File: config.mk
export PLATFORM = sky130hd
export DESIGN_NAME = latch_load_arbiter
export DESIGN_NICKNAME = d
export VERILOG_FILES = /design/src/rtl/latch_load_arbiter.sv
export SDC_FILE = /design/constraint.sdc
export NUM_CORES = 1
export LEC_CHECK = 0
export CORE_ASPECT_RATIO = 0.6
export CORE_MARGIN = 5
export CORE_UTILIZATION = 45
export CTS_BUF_LIST = sky130_fd_sc_hd__clkbuf_4 sky130_fd_sc_hd__clkbuf_8 sky130_fd_sc_hd__clkbuf_16
export DETAILED_ROUTE_END_ITERATION = 10
export GPL_TIMING_DRIVEN = 0
export PLACE_DENSITY = 0.75
export SYNTH_ARGS = -nofsm -noshare
export SYNTH_HDL_FRONTEND = slang
export SYNTH_SLANG_ARGS = --single-unit
File: constraint.sdc
create_clock -name clk -period 1.91 [get_ports clk]
set_input_delay 0.382 -clock clk [delete_from_list [all_inputs] [get_ports clk]]
set_output_delay 0.382 -clock clk [all_outputs]
set_load 0.1 [all_outputs]
File: src/rtl/latch_load_arbiter.sv
// latch_load_arbiter: round-robin arbiter and load sequencer for a shared
// level-sensitive data latch. It grants one requester at a time, drives the
// latch data and load enable for a fixed hold time, and then pulses done.
// Requests and request data are registered on entry. A request therefore
// turns into a grant one edge after it is first sampled, and the captured
// data always belongs to the same sample as the request that won.
module latch_load_arbiter #(
  parameter int NREQ        = 4,
  parameter int DW          = 8,
  parameter int HOLD_CYCLES = 2
) (
  input  logic                     clk,
  input  logic                     rst_n,
  input  logic [NREQ-1:0]          req,
  input  logic [NREQ*DW-1:0]       req_data,
  output logic [NREQ-1:0]          gnt,
  output logic [NREQ-1:0]          done,
  output logic                     load,
  output logic [DW-1:0]            data_out,
  output logic [$clog2(NREQ)-1:0]  owner,
  output logic                     busy
);

  localparam int OW = $clog2(NREQ);
  localparam int CW = $clog2(HOLD_CYCLES + 1);

  typedef enum logic [1:0] {
    IDLE,
    LOAD,
    RELEASE
  } state_t;

  state_t            state;
  state_t            state_next;
  logic [NREQ-1:0]   req_q;
  logic [NREQ*DW-1:0] req_data_q;
  logic [OW-1:0]     ptr;
  logic [OW-1:0]     ptr_next;
  logic [OW-1:0]     owner_next;
  logic [OW-1:0]     win;
  logic              found;
  logic [CW-1:0]     cnt;
  logic [CW-1:0]     cnt_next;
  logic [NREQ-1:0]   gnt_next;
  logic [NREQ-1:0]   done_next;
  logic              load_next;
  logic [DW-1:0]     data_next;

  // Position k of the circular search that starts at the priority pointer.
  function automatic logic [OW-1:0] rr_index(input logic [OW-1:0] p, input int k);
    int s;
    s = int'(p) + k;
    if (s >= NREQ) s = s - NREQ;
    return OW'(s);
  endfunction

  // Round-robin winner: the first registered request found from ptr upward.
  always_comb begin
    found = 1'b0;
    win   = '0;
    for (int k = 0; k < NREQ; k++) begin
      if (!found && req_q[rr_index(ptr, k)]) begin
        found = 1'b1;
        win   = rr_index(ptr, k);
      end
    end
  end

  // Next-state and next-output logic; every register holds unless a phase changes it.
  always_comb begin
    state_next = state;
    cnt_next   = cnt;
    ptr_next   = ptr;
    gnt_next   = gnt;
    load_next  = load;
    done_next  = '0;
    owner_next = owner;
    data_next  = data_out;
    case (state)
      IDLE: begin
        if (found) begin
          state_next = LOAD;
          data_next  = req_data_q[win*DW +: DW];
          owner_next = win;
          gnt_next   = NREQ'(1) << win;
          load_next  = 1'b1;
          cnt_next   = CW'(HOLD_CYCLES - 1);
          ptr_next   = (int'(win) == NREQ - 1) ? '0 : win + 1'b1;
        end
      end
      LOAD: begin
        if (cnt == '0) begin
          state_next = RELEASE;
          load_next  = 1'b0;
          gnt_next   = '0;
          done_next  = gnt;
        end else begin
          cnt_next = cnt - 1'b1;
        end
      end
      RELEASE: begin
        state_next = IDLE;
      end
      default: begin
        state_next = IDLE;
      end
    endcase
  end

  // State, outputs and input sampling registers, cleared asynchronously by reset.
  always_ff @(posedge clk or negedge rst_n) begin
    if (!rst_n) begin
      state      <= IDLE;
      cnt        <= '0;
      ptr        <= '0;
      gnt        <= '0;
      load       <= 1'b0;
      done       <= '0;
      owner      <= '0;
      data_out   <= '0;
      req_q      <= '0;
      req_data_q <= '0;
    end else begin
      state      <= state_next;
      cnt        <= cnt_next;
      ptr        <= ptr_next;
      gnt        <= gnt_next;
      load       <= load_next;
      done       <= done_next;
      owner      <= owner_next;
      data_out   <= data_next;
      req_q      <= req;
      req_data_q <= req_data;
    end
  end

  // Busy covers both the LOAD and RELEASE phases.
  assign busy = (state != IDLE);

endmodule

* Yosys cells after proc, flatten, opt, wreduce, memory -nomap -nowiden *
Cells that the tools add are included.

word-level totals
  register bits after elaboration = 61

cells by class
  $add $sub $neg = 9
  $lt $le $gt $ge = 8
  equality and inequality tests = 5
  shift operators = 2
  mux-type cells = 34
  reductions and logical operators = 14

operators by type and width
  kind                                                                                 count
  32-bit by 6-bit indexed part select with 8-bit output                                1
  2-bit 2-to-1 mux                                                                     12
  4-bit 2-to-1 mux                                                                     4
  2-bit by 3-bit < comparator with 1-bit output, second input constant                 4
  1-bit 2-to-1 mux                                                                     10
  2-bit by 1-bit subtractor with 2-bit output, second input constant                   5
  3-bit greater-or-equal comparator, second input constant                             3
  1-bit binary-select mux with 2-bit select                                            4
  2-bit case mux with 2 select lines                                                   2
  4-bit case mux with 2 select lines                                                   1
  2-bit by 2-bit adder with 3-bit output, second input constant                        2
  2-bit inequality test, second input constant                                         3
  3-bit AND reduction                                                                  2
  2-bit by 1-bit equality test with 1-bit output, second input constant                2
  2-bit logical NOT                                                                    2
  2-bit AND reduction                                                                  2
  2-bit nonzero test                                                                   2
  1-bit by 2-bit << shifter with 4-bit output, first input constant                    1
  2-bit by 1-bit adder with 3-bit output, second input constant                        1
  2-bit by 3-bit greater-or-equal comparator with 1-bit output, second input constant  1
  1-bit logical AND                                                                    3
  1-bit logical NOT                                                                    3
  2-bit by 1-bit adder with 2-bit output, second input constant                        1
  1-bit case mux with 2 select lines                                                   1

* Depth between registers and ports, before layout *
  depth after elaboration = 17
  mapped depth = 7

* Worst setup path after synthesis *
No wires, ideal clock.

  kind = reg-to-reg
  start point = register ptr[1]
  end point = register data_out[0]
  library setup time = 0.132 ns
  arrival = 1.443 ns
  setup slack = 0.335 ns
  cell stages (with the launch flop) = 8
  buffers on the path = 2
  cells stage by stage = dfrtp_1 buf_4 nand4b_1 o21ai_1 nor3_2 buf_6 mux2i_1 o221ai_2

between the ends
  cells in the longest elaborated chain, start to end = 15
  elaborated cells on any way between the ends = 39
  those cells by class = 7 x add/sub; 4 x order compare; 1 x shift; 20 x mux; 7 x reduce/logical

ends and longest elaborated chain
  item                                                                             RTL line  text
  start, declared                                                                  37        logic [OW-1:0] ptr;
  start signal, assigned                                                           126       ptr <= ptr_next;
  branches (longest 15 deep; another with 2-bit by 1-bit adder with 3-bit output)  n/a
  end signal, assigned                                                             131       data_out <= data_next;
  end, declared                                                                    19        output logic [DW-1:0] data_out,

Parallel ways; which one is timed is not known. The select of a mux whose other input is x is not followed.
A chain may end at the register's enable or synchronous reset.

* Final worst setup path *
  start point = register done[1]
  end point = output done[1]

RTL lines
  item                    RTL line  text
  start, declared         17        output logic [NREQ-1:0] done,
  start signal, assigned  129       done <= done_next;

No word-level cell between the ends.

==> flow_summary.yaml <==
critical_path:
  required_ns: 1.53
  rr_endpoint: "data_out[2]"
  arrival_ns: 1.46
  cp-start-kind: "flop"
  regToRegStartpoint: "ptr[1]"
  critPathBufInv: 1
  path_class: "reg -> out"
  critical_path.cell_chain: "clkdlybuf4s15_1"
  ff2ff_setup_slack_ns: 0.14
  critical_path.max_fanout: 1
  critical_path.top_delay_family: "buffers and inverters"
  critPathMaxStageDelay_ns: 0.81
  r2r_cells: 7
  endpoint_kind: "primary output"
  cp_slowest_cell: "clkdlybuf4s15_1"
yosys:
  async_flop_share_pct: 100
  syn_area_sq_um: 2240
  synth_cell_type_count: 35
  yosysWarnings: 0
  synthAdderAreaFrac_pct: 0.560
  synthXorXnorAreaFrac_pct: 0.392
  yosys.area_share.simple_pct: 8.84
  synth_area_leaders: "dfrtp_1, mux2i_1, o221ai_2, nand2_1, buf_6"
  synth_top_cell_by_area: "dfrtp_1"
  synth_top_flop_cell: "dfrtp_1"
  synth-edff-count: 0
  yosysMostFrequentCell: "dfrtp_1"
  synth-compound-area-share_pct: 10.5
  ys_seq_elements: 61
  synth_top_family_by_area: "compound AO/OA/AOI/OAI gates"
  syn_area_per_cell_sq_um: 14.2
  syn_inst: 158
  synth_mux_area_share_pct: 8.11
  yosysSeqAreaShare_pct: 68.3
  synth_top_cell_area_share_pct: 68.3
  syn_nets: 197
  synthTopCellsByCount: "dfrtp_1, nand2_1, mux2i_1, o221ai_2"
global_route:
  grt_pass1_vias: 1406
  grt_pass1_wl_um: 7200
  grt_antenna_before_repair: 0
  grt_max_degree: 40
  grt_overflow_total: 0
  track_usage_pct: 14.8
status:
  status: "completed"
sta:
  tightestPinTransition_ns: 0.947
  max_freq_ghz: 0.543
  setup_viol: 0
  finalMaxSlewViolations: 0
  hold_viol: 0
  slew_headroom_pct: 37.1
  finalSetupTns_ns: 0
  clock_skew_ns: 0.00680
  post-route-period-util_pct: 96.5
  rsz0062_at_grt: "false"
  timing.final.ws_setup_ns: 0.0667
  period_needed_ns: 1.84
power:
  irDropWorstVdd_mv: 0.869
  p_leak_uw: 0.00136
  powerDensity_nw_per_um2: 1750
final_layout:
  syn_to_final_growth_pct: 37.5
  final_layout_size_suffix_gt1_share_pct: 24.6
  final_net_count: 266
  antenna_cells: 0
cts:
  cts_buffer_depth: 2
  cts_tree: "built"
  cts_hold_buf: 0
  h-tree-depth: 3
  clk-insertion-delay-late_ns: 0.34
  clock-sinks: 61
  numCtsBuffers: 9
  clk_pin_slew_worst_paths_ns: 0.07
  root_buffer: "clkbuf_8"
  post_cts_buffers: 0
route:
  routed_wirelength_um: 4400
  first_iter_violations: 36
  wl_per_cell_um: 14.9
  drtAntennaViolNets: 0
  drcViolationCount: 0
  dr.pass1.iters: 5
  viasPerCell: 4.87
  vias: 1438
floorplan:
  dieArea_sq_um: 6520
  fp-row-count: 19
  core_area_sq_um: 4680
  initial_core_util_pct: 47.7
  die_w_um: 101
  die_h_um: 64.6
  pin_count: 58
placement:
  io_buffers: 57
  gp_congestion: 0.706
  hpwl_um: 3180
  pre_cts_slack_ns: -0.178
job:
  drv_cap: 0
worst_hold_path:
  min_path_type: "in -> async"
==> placed cells by master (no fill, tap or decap), drive strengths merged, types with 2 or more instances in the layout <==
cell            n
inv             5
mux2i          17
clkdlybuf4s50  36
clkbuf         13
dfrtp          61
o31ai           2
clkinv          3
a21oi           3
or2             2
o221ai          9
nand2          23
and2            5
buf             9
nand3           4
clkinvlp        4
o21ai           4
clkdlybuf4s15  16
nor2            3
==> cell families after synthesis <==
family / after synthesis
muxes: 18
AOI/OAI and AO/OA: 24
buffers and inverters: 12
DFF: 61
xor gates and xnor gates: 1
adders and majority gates: 1
and+or+nand+nor: 41
==> worst max-delay path by stage <==
| stage | startpoint | endpoint | cells past startpoint |
|---|---|---|---|
| after global routing | done[1] | done[1] | 1 |
| after detailed placement | state[0] | busy | 3 |
| after global placement | rst_n | req_data_q[24] | 1 |
| final | done[1] | done[1] | 1 |
| after CTS | state[0] | busy | 3 |
| after floorplan | ptr[1] | data_out[0] | 7 |
==> state kept, by name, summed over array words and instances, names as in the netlist <==
register and count:
cnt 2, data_out 8, done 4, gnt 4
load 1, owner 2, ptr 2, req_data_q 32
req_q 4, state 2
==> per-stage QoR <==
stage               util, %  power, uW  cells  hold slack [ns]  area [sq um]
finish                 65.7       5370    295           0.0164          3080
global route           65.7       5660    295           0.0392          3080
CTS                    66.0       5430    295           0.0159          3090
detailed placement     61.9       4490    279            0.388          2900
global placement       61.6       4450    278            0.471          2890
floorplan                 -       3810    158           0.0864          2240
==> where the power goes <==
| part | total, uW | internal, uW | switching, uW |
|---|---|---|---|
| registers | 1730 | 1550 | 174 |
| clock network | 974 | 470 | 504 |
| logic | 2670 | 749 | 1920 |
==> routing by layer <==
layer  up-vias  track usage [%]  part of all wire, %
li1        692                -                    -
met1       684             21.3                   49
met2        59             19.0                   41
met3         3             7.40                  9.2
met4         0             5.47                 0.64
met5         -                0                    0
==> final cells by class <==
class                           instances  area, sq um
Buffer                                  7         55.1
Clock buffer                            9          124
Clock inverter                          7         52.6
Fill cell                             357         1610
Inverter                                5         18.8
Multi-Input combinational cell         85          636
Sequential cell                        61         1530
Tap cell                               63         78.8
Timing Repair Buffer                   58          584
==> what timing repair did <==
| item | CTS | global route |
|---|---|---|
| pin swaps | 0 | 0 |
| gates resized for setup | 52 | 8 |
| setup endpoints to repair | 20 | 5 |
(Power assumes the default switching activity.)
